**src/rtl/ps2_pkg.sv**
```systemverilog
// Shared types and constants for the PS/2 host link (transmitter and receiver).
package ps2_pkg;

  // Host transmitter states, in the order a transfer walks through them.
  typedef enum logic [2:0] {
    IDLE,
    INHIBIT,
    REQ,
    WAIT_FIRST,
    SEND,
    WAIT_IDLE,
    ABORT
  } state_e;

  // Frame index of the stop bit: d0..d7 at 0..7, parity at 8, stop at 9.
  localparam int FRAME_LAST = 9;

  // Default timing at a 50 MHz system clock.
  localparam int DEF_INHIBIT_CYCLES = 5000;    // 100 us clock-low request
  localparam int DEF_START_TIMEOUT  = 750000;  // 15 ms to the first device clock
  localparam int DEF_PKT_TIMEOUT    = 100000;  // 2 ms for the rest of the packet

  // PS/2 uses odd parity: the parity bit makes the count of ones odd.
  function automatic logic odd_parity(input logic [7:0] b);
    return ~^b;
  endfunction

endpackage

```
**src/rtl/ps2_line_sync.sv**
```systemverilog
// Brings the asynchronous PS/2 clock and data lines into the system clock
// domain and flags falling edges of the PS/2 clock.
module ps2_line_sync (
  input  logic i_clk,
  input  logic i_rst,
  input  logic i_ps2_clk,
  input  logic i_ps2_data,
  output logic o_clk_s,
  output logic o_data_s,
  output logic o_clk_fall
);

  logic [1:0] r_clk_sync;
  logic [1:0] r_data_sync;
  logic       r_clk_prev;

  // Two-flop synchronisers plus a delayed clock copy; idle lines reset high
  // so leaving reset never produces a spurious falling edge.
  always_ff @(posedge i_clk) begin
    if (i_rst) begin
      r_clk_sync  <= 2'b11;
      r_data_sync <= 2'b11;
      r_clk_prev  <= 1'b1;
    end else begin
      r_clk_sync  <= {r_clk_sync[0], i_ps2_clk};
      r_data_sync <= {r_data_sync[0], i_ps2_data};
      r_clk_prev  <= r_clk_sync[1];
    end
  end

  assign o_clk_s    = r_clk_sync[1];
  assign o_data_s   = r_data_sync[1];
  assign o_clk_fall = r_clk_prev & ~r_clk_sync[1];

endmodule

```
**src/rtl/ps2_host_tx.sv**
```systemverilog
// PS/2 host-to-device transmitter: requests the bus by holding the clock low,
// then shifts one command byte out on device-generated clock edges and reports
// the device acknowledge (or a timeout) on tx_done/tx_err.
//
// Handshake: a byte is taken on any clock edge where tx_valid and tx_ready are
// both high; tx_ready is high only in IDLE, tx_valid while busy is dropped, and
// tx_data need not be held after the accepting edge.
module ps2_host_tx
  import ps2_pkg::*;
#(
  parameter int INHIBIT_CYCLES = DEF_INHIBIT_CYCLES,
  parameter int START_TIMEOUT  = DEF_START_TIMEOUT,
  parameter int PKT_TIMEOUT    = DEF_PKT_TIMEOUT
) (
  input  logic       clk,
  input  logic       rst,
  input  logic       tx_valid,
  input  logic [7:0] tx_data,
  output logic       tx_ready,
  input  logic       ps2_clk_in,
  input  logic       ps2_data_in,
  output logic       ps2_clk_oe,
  output logic       ps2_data_oe,
  output logic       tx_done,
  output logic       tx_err,
  output state_e     o_dbg_state
);

  localparam int CNT_MAX = (START_TIMEOUT > PKT_TIMEOUT) ? START_TIMEOUT : PKT_TIMEOUT;
  localparam int CNT_W   = $clog2(CNT_MAX) + 1;

  localparam logic [CNT_W-1:0] C_INH_LAST = CNT_W'(INHIBIT_CYCLES - 1);
  localparam logic [CNT_W-1:0] C_START    = CNT_W'(START_TIMEOUT);
  localparam logic [CNT_W-1:0] C_PKT      = CNT_W'(PKT_TIMEOUT);
  localparam logic [3:0]       IDX_LAST   = 4'(FRAME_LAST);

  state_e              r_state;
  logic [CNT_W-1:0]    r_cnt;
  logic [3:0]          r_idx;
  logic [FRAME_LAST:0] r_frame;
  logic                r_data_oe;
  logic                r_clk_oe;
  logic                r_ack;

  state_e              w_state_nxt;
  logic [CNT_W-1:0]    w_cnt_nxt;
  logic [CNT_W-1:0]    w_cnt_inc;
  logic [3:0]          w_idx_nxt;
  logic [FRAME_LAST:0] w_frame_nxt;
  logic                w_data_oe_nxt;
  logic                w_clk_oe_nxt;
  logic                w_ack_nxt;

  logic                w_clk_s;
  logic                w_data_s;
  logic                w_clk_fall;
  logic                w_pkt_to;
  logic                w_done_ok;

  ps2_line_sync u_sync (
    .i_clk      (clk),
    .i_rst      (rst),
    .i_ps2_clk  (ps2_clk_in),
    .i_ps2_data (ps2_data_in),
    .o_clk_s    (w_clk_s),
    .o_data_s   (w_data_s),
    .o_clk_fall (w_clk_fall)
  );

  // Counter saturates so a stuck bus can never wrap back below a timeout.
  assign w_cnt_inc = (&r_cnt) ? r_cnt : r_cnt + CNT_W'(1);
  assign w_pkt_to  = (r_cnt == C_PKT);
  assign w_done_ok = (r_state == WAIT_IDLE) && !w_pkt_to && w_clk_s && w_data_s;

  // State register and datapath registers; line enables are registered so the
  // open-drain controls never glitch on state decode.
  always_ff @(posedge clk) begin
    if (rst) begin
      r_state   <= IDLE;
      r_cnt     <= '0;
      r_idx     <= '0;
      r_frame   <= '0;
      r_data_oe <= 1'b0;
      r_clk_oe  <= 1'b0;
      r_ack     <= 1'b0;
    end else begin
      r_state   <= w_state_nxt;
      r_cnt     <= w_cnt_nxt;
      r_idx     <= w_idx_nxt;
      r_frame   <= w_frame_nxt;
      r_data_oe <= w_data_oe_nxt;
      r_clk_oe  <= w_clk_oe_nxt;
      r_ack     <= w_ack_nxt;
    end
  end

  // Next-state and datapath update; timeouts are tested before edges so a
  // fall landing on the timeout cycle still aborts.
  always_comb begin
    w_state_nxt   = r_state;
    w_cnt_nxt     = w_cnt_inc;
    w_idx_nxt     = r_idx;
    w_frame_nxt   = r_frame;
    w_data_oe_nxt = r_data_oe;
    w_ack_nxt     = r_ack;
    case (r_state)
      IDLE: begin
        w_cnt_nxt     = '0;
        w_idx_nxt     = '0;
        w_data_oe_nxt = 1'b0;
        if (tx_valid) begin
          w_frame_nxt = {1'b1, odd_parity(tx_data), tx_data};
          w_ack_nxt   = 1'b0;
          w_state_nxt = INHIBIT;
        end
      end
      INHIBIT: begin
        if (r_cnt == C_INH_LAST) begin
          w_data_oe_nxt = 1'b1;
          w_state_nxt   = REQ;
        end
      end
      REQ: begin
        w_cnt_nxt   = '0;
        w_state_nxt = WAIT_FIRST;
      end
      WAIT_FIRST: begin
        if (r_cnt == C_START) begin
          w_data_oe_nxt = 1'b0;
          w_state_nxt   = ABORT;
        end else if (w_clk_fall) begin
          w_data_oe_nxt = ~r_frame[0];
          w_idx_nxt     = 4'd1;
          w_cnt_nxt     = '0;
          w_state_nxt   = SEND;
        end
      end
      SEND: begin
        if (w_pkt_to) begin
          w_data_oe_nxt = 1'b0;
          w_state_nxt   = ABORT;
        end else if (w_clk_fall) begin
          if (r_idx <= IDX_LAST) begin
            w_data_oe_nxt = ~r_frame[r_idx];
            w_idx_nxt     = r_idx + 4'd1;
          end else begin
            w_ack_nxt   = ~w_data_s;
            w_state_nxt = WAIT_IDLE;
          end
        end
      end
      WAIT_IDLE: begin
        if (w_pkt_to) begin
          w_data_oe_nxt = 1'b0;
          w_state_nxt   = ABORT;
        end else if (w_clk_s && w_data_s) begin
          w_state_nxt = IDLE;
        end
      end
      ABORT: begin
        w_data_oe_nxt = 1'b0;
        w_state_nxt   = IDLE;
      end
      default: begin
        w_data_oe_nxt = 1'b0;
        w_state_nxt   = IDLE;
      end
    endcase
    w_clk_oe_nxt = (w_state_nxt == INHIBIT) || (w_state_nxt == REQ);
  end

  // Status outputs decoded from the current state.
  always_comb begin
    tx_ready = (r_state == IDLE);
    tx_done  = (r_state == ABORT) || w_done_ok;
    tx_err   = (r_state == ABORT) || (w_done_ok && !r_ack);
  end

  assign ps2_clk_oe  = r_clk_oe;
  assign ps2_data_oe = r_data_oe;
  assign o_dbg_state = r_state;

endmodule

```
**config.mk**
```make
export PLATFORM = sky130hd
export DESIGN_NAME = ps2_host_tx
export DESIGN_NICKNAME = d
export VERILOG_FILES = /design/src/rtl/ps2_pkg.sv /design/src/rtl/ps2_line_sync.sv /design/src/rtl/ps2_host_tx.sv
export SDC_FILE = /design/constraint.sdc
export NUM_CORES = 1
export LEC_CHECK = 0
export CORE_MARGIN = 3
export CORE_UTILIZATION = 58
export DETAILED_ROUTE_END_ITERATION = 10
export PLACE_DENSITY = 0.8
export SYNTH_ARGS = -nofsm -noshare
export SYNTH_HDL_FRONTEND = slang
export SYNTH_SLANG_ARGS = --single-unit
```
**constraint.sdc**
```tcl
create_clock -name clk -period 2.55 [get_ports clk]
set_input_delay 0.6375 -clock clk [delete_from_list [all_inputs] [get_ports clk]]
set_output_delay 0.6375 -clock clk [all_outputs]
set_load 0.02 [all_outputs]
```
======== After elaboration in Yosys (flattened, before gate mapping) ========
Index checks and enable logic that the tools add are counted.
storage, ports and cells
  output and inout port bits .............. 8
  word-level logic and storage cells ...... 98
  bits in registers ....................... 46
  input bits .............................. 13
cells by class
  bitwise logic cells ..................... 6
  mux-type cells .......................... 35
  $lt $le $gt $ge ......................... 2
  $add $sub $neg .......................... 2
  equality and inequality tests ........... 23
  reductions and logical operators ........ 20
operator list
  cell                                                        number
  2-to-1 mux 21 bit                                           3
  case mux 21 bit (2 select lines)                            1
  2-to-1 mux 3 bit                                            9
  adder 21 x 1 -> 21 bit, second input constant               1
  equality test 21 x 13 -> 1 bit, second input constant       1
  equality test 21 x 17 -> 1 bit, second input constant       1
  equality test 21 x 20 -> 1 bit, second input constant       1
  AND reduction 21 bit                                        1
  2-to-1 mux 4 bit                                            5
  case mux 3 bit (6 select lines)                             1
  inequality test 2 bit, second input constant                7
  2-to-1 mux 1 bit                                            12
  case mux 4 bit (3 select lines)                             1
  AND reduction 6 bit                                         2
  equality test 3 x 2 -> 1 bit, second input constant         3
  equality test 3 bit, second input constant                  3
  XNOR reduction 8 bit                                        1
  equality test 3 x 1 -> 1 bit, second input constant         2
  inequality test 3 x 2 -> 1 bit, second input constant       2
  logical AND 1 bit                                           5
  less-than comparator 4 x 5 -> 1 bit, second input constant  1
  inverter 1 bit                                              5
  case mux 1 bit (5 select lines)                             1
  AND reduction 5 bit                                         1
  14 further kinds                                            18

======== Longest topological paths before layout ========
Gate-level depths: netlist of run 1.
  word-level depth ........................ 7
  mapped depth ............................ 9
  gate-level depth less buffers ........... 8

======== Cells and area by module ========
A second synthesis of run 1 with hierarchy kept.
second synthesis, totals
  cell total of the unflattened synthesis .. 292
  area total of the unflattened synthesis .. 2462.4 µm²
by module, submodules not included
  module         times used  area an instance (µm²)  cells each  sequential area each (µm²)
  ps2_host_tx    1           2324.7                  281         820.8
  ps2_line_sync  1           137.6                   11          100.1

======== Least setup slack after synthesis of run 1 ========
Ideal clock, no wire load.
  path type ............................... register to output
  from .................................... reg r_cnt[11]
  to ...................................... out tx_done
  path slack .............................. 0.129 ns
  path buffers ............................ 0
  data required time ...................... 1.913 ns
  cell stages (with the launch flop) ...... 7
  arrival ................................. 1.783 ns
  cell sequence ........................... dfxtp_1 or4b_4 nor4_4 nand4_2 nand3_1 o21ai_0 and2_1
between the ends
  cells in the longest elaborated chain, start to end .. 6
RTL lines
  element                         line                RTL
  start: declaration              ps2_host_tx.sv:38   logic [CNT_W-1:0] r_cnt;
  start signal: assignment        ps2_host_tx.sv:88   r_cnt <= w_cnt_nxt;
  equality test 21 x 17 -> 1 bit  ps2_host_tx.sv:72   assign w_pkt_to = (r_cnt == C_PKT);
  logical NOT 1 bit               ps2_host_tx.sv:73   assign w_done_ok = (r_state == WAIT_IDLE) && !w_pkt_to && w_clk_s && w_data_s;
  logical AND 1 bit (3 in a row)  ps2_host_tx.sv:73
  logical OR 1 bit                ps2_host_tx.sv:175  tx_done = (r_state == ABORT) || w_done_ok;
  end: declaration                ps2_host_tx.sv:24   output logic tx_done,
No other way between the ends.

======== Worst setup path after layout of run 1 ========
  from .................................... reg r_cnt[3]
  to ...................................... out tx_done
The elaborated chain is that of the path after synthesis.

==> impl_metrics.tcl, run 1 <==
set metrics [dict create \
    outcome "finished with violations" \
    violations "setup timing" \
    cts_hold_buf 0 \
    seq_area_sq_um 923 \
    cts.sinks 46 \
    power.leakage_nw 1.19 \
    n_fill_cell 303 \
    synth-edff-count 0 \
    max-cap-violations 0 \
    grt_max_degree 22 \
    drt-total-wl_um 6040 \
    slew_headroom_pct 60.9 \
    grt_pass1_wl_um 10500 \
    ys_types 61 \
    antennaDiodeCount 0 \
    worstPathRequired_ps 1910 \
    synth_fp_nets 313 \
    cts_buffers 5 \
    grt_overflow 0 \
    fin_ws_ps -82.2 \
    power_w 0.00147 \
    wl_per_cell_um 15.3 \
    clk_path_buf_depth 2 \
    tightest_slew_ps 584 \
    nNetsFinal 361 \
    syn_to_final_growth_pct 22.1 \
    ys_warn_count 0 \
    crit_family "simple AND/OR/NAND/NOR gates" \
    cp.arrival_ps 1990 \
    synth_area_per_cell_sq_um 8.62 \
    vdd_drop_max_mv 0.418 \
    rsz0062_at_grt "true" \
    yosysMostFrequentCell "dfxtp_1" \
    worst-path-buf-inv 1 \
    finalCriticalPeriod_ps 2630 \
    hpwlAfterDp_um 4330 \
    cts_tree "built" \
    gp_congestion 0.902 \
    start_util_pct 61.8 \
    synthesis.instances 295 \
    slew_viol_final 0 \
    synthArstFlopShare_pct 0 \
    route.detailed.drc 0 \
    core_sq_um 4120 \
    vias 2306 \
    synthTopCellsByArea "dfxtp_1 36%, nor2_1 5.5%, nand2_1 4.6%, xnor2_1 4.1%, a21oi_1 3.9%" \
    final_area_sq_um 3100 \
    h-tree-depth 2 \
    die_w_um 72.2 \
    ys_seq_area_share_pct 36.2 \
    drive_above_1_share_pct 20.6 \
    finalHoldViolations 0 \
    antenna_found_initial 0 \
    crit_path_end_kind "output pin" \
    drt-initial-drc-count 235 \
    drtAntennaViolNets 0 \
    synthesis.area_sq_um 2540 \
    finClkSkew_ps 6.74 \
    placed_cell_area_sq_um 2960 \
    critPathKind "register to output pin" \
    dp_slack_ps -243 \
    synth_top_area_share_pct 36.2 \
    yosysTopAreaCell "dfxtp_1" \
    powerDensity_nw_per_um2 475 \
    dp_cells 384 \
    synth_flop_cell "dfxtp_1" \
    finalSetupViolations 2 \
    dieArea_sq_um 5210 \
    fmax_mhz 380 \
    multi_input_area_sq_um 1540 \
    grt_pass1_vias 2233 \
    yosys_register_bits 46 \
    path_cells "or4b_4 -> nor4_4 -> nand4_2 -> nand3_2 -> o21ai_2 -> and2_1 -> buf_6" \
    dr.pass1.iters 4 \
    die_h_um 72.2 \
    vias_per_cell 5.85 \
    top_level_ports 21 \
    worstPathMaxFanout 2 \
    crit_slowest_cell "or4b_4" \
    cpPeakStageDelay_ps 560 \
    min_path_type "register to register" \
    ctsRootBufferMaster "clkbuf_8" \
    yosys-top-cells-count "46 x dfxtp_1, 37 x nor2_1, 31 x nand2_1, 20 x a21oi_1, 14 x nand3_1" \
    setup_tns_ps -142 \
    fin_cells 394 \
    port_buffers 20 \
    path_clk_slew_ps 90 \
    insertion_delay_ps 300 \
    period_share_pct 103 \
    grtUsageTotal_pct 25.4 \
    fp-row-count 23 \
    startpoint_type "register" \
]
logic make-up (layout without fill, tap and decap cells):
group                    count (synthesis)  after routing  share of synthesized area (%)
AND/OR/NAND/NOR                        144            144                           32.0
adder cells (fa/ha/maj)                  5              5                           2.46
buffers and inverters                   18             67                           3.74
multiplexers                             6              6                           3.35
AO/OA/AOI/OAI                           53             53                           14.3
flip-flops                              46             46                           36.2
XOR/XNOR                                23             23                           7.92
routing by layer:
layer	GRT usage (%)	vias to the layer above	wire length, um
met5	0	-	0
li1	-	1145	-
met3	5.54	10	336
met2	40.6	57	2850
met4	8.35	0	89
met1	34.0	1094	2760
worst register-to-register path, stage by stage, from the launching register on:
cell and delay (ps):
dfxtp_2 330, or4b_4 560, nor4_4 210, buf_4 170, buf_4 110, and4_1 230
nor2_1 70, a221o_1 340, o2111a_1 240
registers in the layout, indices dropped and copies added (netlist names):
name	count
r_cnt	21
r_frame	10
r_idx	4
o_dbg_state	3
u_sync.r_clk_sync	2
u_sync.r_data_sync	2
ps2_clk_oe	1
ps2_data_oe	1
r_ack	1
u_sync.r_clk_prev	1
layout by cell type (no fill, tap or decap), types with 11 or more instances in the layout:
master	n
nand3_1	13
xor2_1	11
nor2_1	36
xnor2_1	12
dfxtp_1	44
buf_4	33
nand2_1	31
clkdlybuf4s50_1	18
a21oi_1	20
layout make-up:
cell class | count | share of cell area, %
timing repair buffer | 52 | 14.1
tap | 50 | 2.02
inverter | 7 | 0.846
multi-input combinational | 231 | 49.6
clock buffer | 5 | 2.22
sequential | 46 | 29.7
clock inverter | 3 | 1.41
report_power, final:
part,leakage (nW),switching (W),internal [W]
Clock,0.0585,0.000257,0.000294
Sequential,0.375,0.0000146,0.000739
Combinational,0.760,0.0000865,0.0000831
metrics by stage:
| step | hold slack, ps | utilization [%] |
|---|---|---|
| after floorplan | 389 | - |
| after global placement | 392 | 72.0 |
| after detailed placement | 394 | 72.0 |
| after CTS | 416 | 75.3 |
| after global routing | 443 | 75.4 |
| final | 416 | 75.4 |
what timing repair did:
action	4_1_cts	5_1_grt
endpoints found under the setup margin	2	2
resized for setup	16	2
pin swaps	5	0
setup buffers	2	0
worst paths after layout:
path	start	end	slack, ps	cells past startpoint
worst min-delay path	u_sync.r_clk_sync[0]$_SDFF_PP1_	u_sync.r_clk_sync[1]$_SDFF_PP1_	420	1
worst max-delay path	r_cnt[3]$_SDFF_PP0_	tx_done	-80	7
worst max register to register	r_cnt[3]$_SDFF_PP0_	ps2_clk_oe$_SDFF_PP0_	200	8
worst min register to register	u_sync.r_clk_sync[0]$_SDFF_PP1_	u_sync.r_clk_sync[1]$_SDFF_PP1_	420	1
No activity file was read; power rests on OpenSTA's default activity.
==> run 2, diff against run 1 <==
- CORE_MARGIN: 3 -> 4
==> run 2 against run 1 <==
  * The flow still finishes with violations (setup timing)
  * Core utilization up 0.36 points
  * Count of clock-buffer cells in the layout unchanged
  * Final area up 0.48%
  * Worst setup slack worse by 5.9 ps
  * Clock power up 19%
  * Clock skew up 6.2 ps
  * Register-to-register slack better by 40 ps
  * Final cell count down 0.25%
  * Combinational power down 2%
  * Via count about the same
  * Routed wire length down 4.6%
  * Critical endpoint unchanged
==> impl_metrics.tcl, run 2 (synthesized netlist as in run 1, its figures left out) <==
set metrics [dict create \
    cp.arrival_ps 2000 \
    finalCriticalPeriod_ps 2640 \
    fmax_mhz 379 \
    final_area_sq_um 3120 \
    vias_per_cell 5.87 \
    final_util_pct 75.8 \
    fp-row-count 23 \
    final_common_cell "dfxtp_1" \
    wl_per_cell_um 14.7 \
    top_level_ports 21 \
    crit_slowest_cell "or4b_4" \
    drt-initial-drc-count 183 \
    cpPeakStageDelay_ps 550 \
    setup_tns_ps -172 \
    finalHoldViolations 0 \
    slew_viol_final 0 \
    power.leakage_nw 1.19 \
    dieArea_sq_um 5510 \
    insertion_delay_ps 310 \
    grt_pass1_vias 2094 \
    antenna_found_initial 0 \
    top_register "r_cnt" \
    grt_overflow 0 \
    fin_ws_ps -88.1 \
    clk_path_buf_depth 2 \
    placed_cell_area_sq_um 2950 \
    violations "setup timing" \
    r2r-start "r_cnt[3]$_SDFF_PP0_" \
    hp-start "u_sync.r_data_sync[0]$_SDFF_PP1_" \
    period_share_pct 103 \
    path_cells "or4b_4 -> nor4_4 -> nand4_2 -> nand3_2 -> o21ai_1 -> and2_1 -> buf_6" \
    gp_congestion 0.872 \
    tightest_slew_ps 557 \
    worstPathRequired_ps 1910 \
    die_w_um 74.2 \
    finalSetupViolations 2 \
    cts_tree "built" \
    worst-path-buf-inv 1 \
    vdd_drop_max_mv 0.394 \
    reg_top3 "r_cnt x21, r_frame x10, r_idx x4" \
    cts.sinks 46 \
    final_cell_mix "44 x dfxtp_1, 36 x nor2_1, 31 x nand2_1, 31 x buf_4, 19 x a21oi_1" \
    n_fill_cell 326 \
    dr.pass1.iters 4 \
    drtAntennaViolNets 0 \
    core_sq_um 4120 \
    rsz0062_at_grt "true" \
    slew_headroom_pct 62.7 \
    crit_family "simple AND/OR/NAND/NOR gates" \
    drive_above_1_share_pct 20.4 \
    hpwlAfterDp_um 4160 \
    crit_path_end_kind "output pin" \
    antennaDiodeCount 0 \
    largest_reg_flops 21 \
    powerDensity_nw_per_um2 504 \
    route.detailed.drc 0 \
    h-tree-depth 2 \
    crit_start "r_cnt[3]$_SDFF_PP0_" \
    min_path_type "register to register" \
    grtUsageTotal_pct 22.7 \
    worstPathMaxFanout 2 \
    path_clk_slew_ps 90 \
    grt_pass1_wl_um 9770 \
    port_buffers 20 \
    syn_to_final_growth_pct 22.7 \
    start_util_pct 61.8 \
    critPathKind "register to output pin" \
    finClkSkew_ps 13.0 \
    ctsRootBufferMaster "clkbuf_8" \
    max-cap-violations 0 \
    cts_buffers 5 \
    vias 2307 \
    startpoint_type "register" \
    grt_max_degree 22 \
    outcome "finished with violations" \
    drt-total-wl_um 5770 \
    nNetsFinal 360 \
    die_h_um 74.2 \
]
-- run 2: cell types whose count changed in the layout (fill, tap and decap cells not counted) --
cell / previous run / this run
clkinv_2: 1 / 0
o21ai_2: 1 / 0
buf_2: 0 / 1
bufinv_16: 1 / 2
clkinv_4: 0 / 1
o21ai_1: 2 / 3
inv_6: 1 / 0
a21oi_2: 1 / 2
buf_4: 33 / 31
a21oi_1: 20 / 19
-- run 2: metrics by stage --
stage          instances  power [W]  setup slack (ps)  hold slack (ps)
2_1_floorplan        295   0.000875               129              389
3_3_place_gp         383   0.000929              -201              394
3_5_place_dp         383   0.000934              -229              393
4_1_cts              392    0.00159              -101              415
5_1_grt              393    0.00163              -197              445
6_report             393    0.00157             -88.1              414
-- run 2: report_power, final --
| group | leakage (nW) | internal [W] | total [W] | switching [W] |
|---|---|---|---|---|
| combinational | 0.750 | 0.0000825 | 0.000166 | 0.0000835 |
| clock | 0.0683 | 0.000393 | 0.000654 | 0.000261 |
| sequential | 0.375 | 0.000739 | 0.000754 | 0.0000141 |
| total | 1.19 | 0.00121 | 0.00157 | 0.000359 |
-- run 2: path summary, 6_finish.rpt --
kind / to / slack, ps / cells past startpoint
max: tx_done / -90 / 7
min: u_sync.r_data_sync[1]$_SDFF_PP1_ / 410 / 1
max reg2reg: ps2_clk_oe$_SDFF_PP0_ / 240 / 6
min reg2reg: u_sync.r_data_sync[1]$_SDFF_PP1_ / 410 / 1
-- run 2: metal layers --
layer	up-vias	track usage, %	part of all wire, %
li1	1148	-	-
met1	1066	32.0	49
met2	79	34.5	43
met3	14	4.59	5.4
met4	0	8.10	2.5
met5	-	0	0
-- run 2: repair_timing --
item / 4_1_cts / 5_1_grt
cloned: 0 / 0
gates resized for setup: 16 / 1
hold buffers: 0 / 0
pin swaps: 5 / 0
buffers inserted: 1 / 1
endpoints found under the setup margin: 2 / 2
-- run 2: final cells by class --
cell class | count | area, sq um | area share [%]
clock buffer | 5 | 68.8 | 2.21
timing repair buffer | 51 | 429 | 13.8
tap | 50 | 62.6 | 2.01
sequential | 46 | 923 | 29.6
clock inverter | 3 | 68.8 | 2.21
inverter | 7 | 26.3 | 0.842
multi-input combinational | 231 | 1540 | 49.4
